### config.mk
export PLATFORM = sky130hd
export DESIGN_NAME = fios_result_collector
export DESIGN_NICKNAME = d
export VERILOG_FILES = /design/src/rtl/fios_pkg.sv /design/src/rtl/limb_carry_add.sv /design/src/rtl/fios_result_collector.sv
export SDC_FILE = /design/constraint.sdc
export NUM_CORES = 1
export LEC_CHECK = 0
export CORE_UTILIZATION = 44
export DETAILED_ROUTE_END_ITERATION = 8
export GPL_TIMING_DRIVEN = 0
export PLACE_DENSITY_LB_ADDON = 0.2
export SETUP_SLACK_MARGIN = 0.3
export SLEW_MARGIN = 20
export SYNTH_ARGS = -nofsm -noshare
export SYNTH_HDL_FRONTEND = slang
export SYNTH_SLANG_ARGS = --single-unit
### constraint.sdc
create_clock -name clock_i -period 2.8 [get_ports clock_i]
set_input_delay 0.84 -clock clock_i [delete_from_list [all_inputs] [get_ports clock_i]]
set_output_delay 0.84 -clock clock_i [all_outputs]
set_load 0.005 [all_outputs]
### src/rtl/fios_pkg.sv
// Shared constants, state encoding and limb slicing helper for the FIOS result collector.
package fios_pkg;

   localparam int LIMB_WIDTH = 17;
   localparam int P_WIDTH    = 2 * LIMB_WIDTH;

   typedef enum logic [1:0] {
      IDLE    = 2'd0,
      COLLECT = 2'd1,
      DONE    = 2'd2
   } collect_state_t;

   // Base bit position of limb k inside a packed multi-limb vector.
   function automatic int limb_idx(input int k, input int width);
      return k * width;
   endfunction

endpackage

### src/rtl/limb_carry_add.sv
// Adds a DSP partial-sum word to the running carry and splits the sum into a
// result limb and the carry for the next limb position.
module limb_carry_add #(
   parameter int LIMB_WIDTH = fios_pkg::LIMB_WIDTH,
   parameter int P_WIDTH    = fios_pkg::P_WIDTH
) (
   input  logic [P_WIDTH-1:0]    p,
   input  logic [LIMB_WIDTH:0]   carry_in,
   output logic [LIMB_WIDTH-1:0] limb,
   output logic [LIMB_WIDTH:0]   carry_out
);
   import fios_pkg::*;

   // One extra bit so the carry-out of the word plus carry is never lost.
   logic [P_WIDTH:0] sum;

   assign sum       = {1'b0, p} + (P_WIDTH + 1)'(carry_in);
   assign limb      = sum[LIMB_WIDTH-1:0];
   assign carry_out = sum[LIMB_WIDTH +: LIMB_WIDTH + 1];

endmodule

### src/rtl/fios_result_collector.sv
// Collects N_LIMBS carry-propagated limbs from the DSP partial-sum stream and
// hands the assembled result downstream. Optional macro: FIOS_COLLECT_OVF_EN.
module fios_result_collector #(
   parameter int LIMB_WIDTH = fios_pkg::LIMB_WIDTH,
   parameter int N_LIMBS    = 16,
   parameter int P_WIDTH    = fios_pkg::P_WIDTH
) (
   input  logic                          clock_i,
   input  logic                          rst_n_i,
   input  logic                          start_i,
   input  logic [P_WIDTH-1:0]            P_i,
   input  logic                          P_valid_i,
   input  logic                          result_ready_i,
   output logic                          busy_o,
   output logic [N_LIMBS*LIMB_WIDTH-1:0] result_o,
   output logic                          result_valid_o,
   output logic [LIMB_WIDTH:0]           carry_o
`ifdef FIOS_COLLECT_OVF_EN
   ,
   output logic                          overflow_o
`endif
);
   import fios_pkg::*;

   localparam int CNT_W = (N_LIMBS > 1) ? $clog2(N_LIMBS) : 1;
   localparam logic [CNT_W-1:0] LAST_CNT = CNT_W'(N_LIMBS - 1);

   collect_state_t            state_reg;
   collect_state_t            state_next;
   logic [CNT_W-1:0]          cnt_reg;
   logic [LIMB_WIDTH:0]       carry_reg;
   logic [LIMB_WIDTH:0]       carry_next;
   logic [LIMB_WIDTH-1:0]     limb_next;
   logic                      accept;
   logic                      last_accept;
   logic                      restart;

   assign accept      = (state_reg == COLLECT) && P_valid_i;
   assign last_accept = accept && (cnt_reg == LAST_CNT);
   // A new collection may begin from IDLE or on the very cycle the result is taken.
   assign restart     = start_i && ((state_reg == IDLE) ||
                                    ((state_reg == DONE) && result_ready_i));

   limb_carry_add #(
      .LIMB_WIDTH (LIMB_WIDTH),
      .P_WIDTH    (P_WIDTH)
   ) u_limb_carry_add (
      .p         (P_i),
      .carry_in  (carry_reg),
      .limb      (limb_next),
      .carry_out (carry_next)
   );

   always_ff @(posedge clock_i or negedge rst_n_i) begin
      if (!rst_n_i) begin
         state_reg <= IDLE;
      end else begin
         state_reg <= state_next;
      end
   end

   always_comb begin
      state_next = state_reg;
      unique case (state_reg)
         IDLE: begin
            if (start_i) begin
               state_next = COLLECT;
            end
         end
         COLLECT: begin
            if (last_accept) begin
               state_next = DONE;
            end
         end
         DONE: begin
            if (result_ready_i) begin
               state_next = start_i ? COLLECT : IDLE;
            end
         end
         default: state_next = IDLE;
      endcase
   end

   always_comb begin
      busy_o         = 1'b0;
      result_valid_o = 1'b0;
      case (state_reg)
         COLLECT: busy_o = 1'b1;
         DONE: begin
            busy_o         = 1'b1;
            result_valid_o = 1'b1;
         end
         default: ;
      endcase
   end

   // The carry left after the last limb stays in carry_reg through DONE.
   always_ff @(posedge clock_i or negedge rst_n_i) begin
      if (!rst_n_i) begin
         cnt_reg   <= '0;
         carry_reg <= '0;
      end else if (restart) begin
         cnt_reg   <= '0;
         carry_reg <= '0;
      end else if (accept) begin
         cnt_reg   <= cnt_reg + 1'b1;
         carry_reg <= carry_next;
      end
   end

   assign carry_o = carry_reg;

   genvar gi;
   generate
      for (gi = 0; gi < N_LIMBS; gi++) begin : g_limb
         logic [LIMB_WIDTH-1:0] limb_reg;

         always_ff @(posedge clock_i or negedge rst_n_i) begin
            if (!rst_n_i) begin
               limb_reg <= '0;
            end else if (accept && (cnt_reg == CNT_W'(gi))) begin
               limb_reg <= limb_next;
            end
         end

         assign result_o[limb_idx(gi, LIMB_WIDTH) +: LIMB_WIDTH] = limb_reg;
      end
   endgenerate

`ifdef FIOS_COLLECT_OVF_EN
   logic ovf_reg;

   always_ff @(posedge clock_i or negedge rst_n_i) begin
      if (!rst_n_i) begin
         ovf_reg <= 1'b0;
      end else if (restart) begin
         ovf_reg <= 1'b0;
      end else if (last_accept) begin
         ovf_reg <= |carry_next;
      end
   end

   assign overflow_o = ovf_reg;
`endif

endmodule

==> results.md <==
Place:
- Buffers placed on the I/O ports in this run total between 300 and 400.
- The routability congestion estimate from global placement is approximately 0.9.
- Timing analysis after detailed placement gives a worst setup slack of -1620 ps.
- Once placement completed, the tool counted placed cells totaling between 1.5k and 2k.
- The HPWL after detailed placement is 28.6 mm.
- Summing all placed instances gives a cell area of roughly 16000 µm².

Power and ir drop:
- The power per unit of standard cell area is between 900 and 1000 nW/µm².
- The maximum VDD drop is ~0.00063 V.
- The design draws 17.9 mW.
- For this design the static power due to leakage is between 8 and 9 nW.

Flow run:
- The number of max-capacitance violations reported is 0.

Synthesis:
- Of all cell types, the one taking the most synthesized area is dfrtp_1.
- The share of synthesized flip-flops with an asynchronous set or reset is 100%.
- By instance count, the leading cell after synthesis is dfrtp_1.
- The most used flip-flop cell after synthesis is dfrtp_1.
- After technology mapping, the gate count stands at between 1k and 1.5k.
- Sorting the synthesized cells by how often they occur yields dfrtp_1, nand2_1, o21ai_0.
- The mapped cell area is approximately 12000 µm².
- Counting every net in the synthesized netlist gives 1211.
- The synthesized netlist contains 51 unique library cells.
- The post-synthesis average cell area is roughly 11 µm².
- The number of synthesized register bits is slightly below 300.
- In this run, synthesis inferred 0 flip-flops with an integrated enable.
- Yosys attributes the largest share of cell area to dfrtp_1, o21ai_0, nand2_1.
- For this run, the register share of the synthesized area comes to 61.3%.
- The count of warnings emitted by yosys is 0.
- The share of the synthesized area in the top cell type is between 60% and 70%.

Setup path:
- The required time of the worst setup path is between 3000 and 4000 ps.
- For the worst setup path, the data arrival time is around 3300 ps.
- The worst setup path is captured at a flip-flop.
- STA classifies the critical path startpoint as a flip-flop.
- The top fanout value on the critical path is 6.
- The kind of critical path is reg2reg.

Global route:
- The maximum number of pins on one net before global-route repair is 78.
- The sum of overflow across all layers after global routing is 0.
- The initial antenna violation count is 0.
- The all-layer global routing usage is between 20% and 30%.
- The first-pass GRT wire length is about 62 mm.
- The number of global-route vias before repair is 10.5k.

Clock tree:
- Clock tree synthesis selected as its root buffer the cell clkbuf_16.
- The number of clock buffers added by TritonCTS is 31.
- The maximum count of clock buffers along a single path is 3.
- The latest clock arrival within the worst-skew pair is 560 ps.
- TritonCTS built the clock tree.
- The clock-pin slew on the worst setup and hold paths is 70 ps.
- Counting every sink on the clock net gives approximately 300.
- In this run the number of H-tree levels came out at 1.

Detailed routing:
- The total via count in the routed design is about 11k.
- The remaining number of nets flagged by the antenna check after routing is 0.
- Before antenna repair, the detailed router went through 5 iterations.
- The count of routing violations after the opening detailed-route iteration is roughly 700.
- The routed length per instance is between 20 and 25 µm.
- In the routed layout, each cell is associated on average with a via count of roughly 5.5.
- The count of unresolved DRC violations after routing is 0.
- The overall routed net length is 42.0 mm.

Status:
- The checks that failed: negative setup slack.
- The run finished, with violations left.

Floorplanning:
- The die covers between 20000 and 30000 µm².
- The number of top-level pins is ~330.
- The starting utilization of the core area is approximately 45%.
- The core region area is 27000 µm².
- The height of the die is 168 µm.
- Row generation in the floorplan step produced 60 rows.
- The horizontal die dimension is roughly 170 µm.

Final layout:
- The post-route cell area is approximately 19000 µm².
- The final cell utilization of the core is 69.6%.
- The post-route netlist has 21.4% of its cells at a drive strength greater than 1.
- At the end of the flow, the number of nets in the layout was 1636.
- The area added between synthesis and finish is 55.2%.
- The register with the most flip-flops in the layout has ~270 of them.
- The number of standard cells in the final layout excluding fillers is slightly below 2k.
- The antenna diode instance count is 0.

Timing:
- Timing would allow up to approximately 360 MHz.
- The final setup slack of the worst path is -8.71 ps.
- The count of endpoints failing hold in the final timing report is 0.
- The shortest period the worst path allows is between 2000 and 3000 ps.
- In the finished design, the share of the clock period the worst path needs comes to 100%.
- In this run the tightest slew margin relative to its limit is 23.3%.
- Setup repair after global routing could not meet its margin everywhere.
- On the final layout, the worst clock skew is ~14 ps.
- The max-slew violation count is 0.
- At the pin with the least slew margin, the transition time is between 1000 and 1500 ps.
- Setup violations remaining at the end of the flow were counted as 4.

Hold path:
- The class of the worst hold path is in2async.
## critical path, stage by stage (launching register included)
cell,delay [ps]
dfrtp_1,420
ha_4,190
fa_2,360
a21o_1,220
a221oi_4,380
o21ai_4,110
a21o_1,210
a21oi_4,180
xnor2_4,170
buf_6,170
mux2_2,260
## per-stage QoR
stage,hold WS [ps],TNS (ps)
floorplan,473,-7870
detailed placement,469,-233210
finish,179,-16.1
global placement,461,-3677830
CTS,181,0
global route,193,-742
## timing repair
action / in CTS / in global routing
resized for setup: 175 / 105
pin swaps: 36 / 52
buffers inserted: 38 / 14
endpoints found under the setup margin: 261 / 211
hold buffers: 0 / 0
gates cloned: 4 / 2
## final cells by class
class	count	area (µm²)
well taps	341	427
clock buffers	40	870
inverters	8	30.0
repair buffers	392	4050
fillers	1972	8210
clock inverters	18	265
flip-flops and latches	296	7410
multi-input cells	763	5160
plain buffers	77	527
## metal layers
layer	global-route usage, %	vias to the layer above	routed length, µm
met3	4.96	99	2720
met5	0	-	0
met4	11.7	0	1720
li1	-	4748	-
met1	38.3	5369	17100
met2	48.3	461	20500
## report_power, final
part           switching (mW)  total [mW]  leakage, nW  internal, mW
clock                    1.72        4.47        0.563          2.75
combinational            4.23        8.12         3.70          3.90
sequential              0.504        5.33         4.05          4.83
total                    6.45        17.9         8.31          11.5
## cell usage in the layout, fill, tap and decap left out, types with 5 or more instances in the layout
cell             Yosys  layout
buf_8                0       7
mux2_2              48      48
clkbuf_1            71      48
o21ai_0            238     139
nand4_1              5       5
and3_1               6       5
inv_1                8       6
clkbuf_2             2      13
clkdlybuf4s50_1      0     311
ha_1                27      11
o21ai_2             11      56
clkinv_2             0       8
o21ai_1              2      53
a21oi_4              0       5
xnor2_4              0       5
ha_4                 0      13
o211ai_1             6       6
nand3_1              7       6
buf_16               0       5
buf_6                3      17
a21o_1               9       8
dfrtp_1            296     294
buf_12               0       7
buf_4                0      32
a21oi_1             34      23
a21oi_2              1       7
dlygate4sd2_1        0       8
clkbuf_16            0      38
bufinv_16            0       6
nor2_1              20      15
nand2_1            273     269
xor2_1              17      12
xnor2_1             12       8
clkbuf_8             0      10
## cell families after synthesis
| group | after synthesis | share of synthesized area [%] |
|---|---|---|
| compound gates | 327 | 15.1 |
| xor+xnor | 31 | 2.37 |
| fa+ha+maj | 28 | 2.96 |
| buf+inv | 85 | 2.85 |
| flops | 296 | 61.3 |
| mux | 48 | 4.48 |
| simple gates | 329 | 10.9 |
## worst paths after layout
path,start,to,slack (ps),cells past startpoint
max,carry_o[0],g_limb[7].limb_reg[10],-9,10
min,rst_n_i,g_limb[5].limb_reg[16],180,1
max reg2reg,carry_o[0],g_limb[7].limb_reg[10],-9,10
min reg2reg,g_limb[5].limb_reg[16],g_limb[5].limb_reg[16],470,2
max in group asynchronous,rst_n_i,carry_o[1],1680,3
min in group clock_i,g_limb[5].limb_reg[16],g_limb[5].limb_reg[16],470,2
Note: power is estimated with default switching activity, not from simulation.
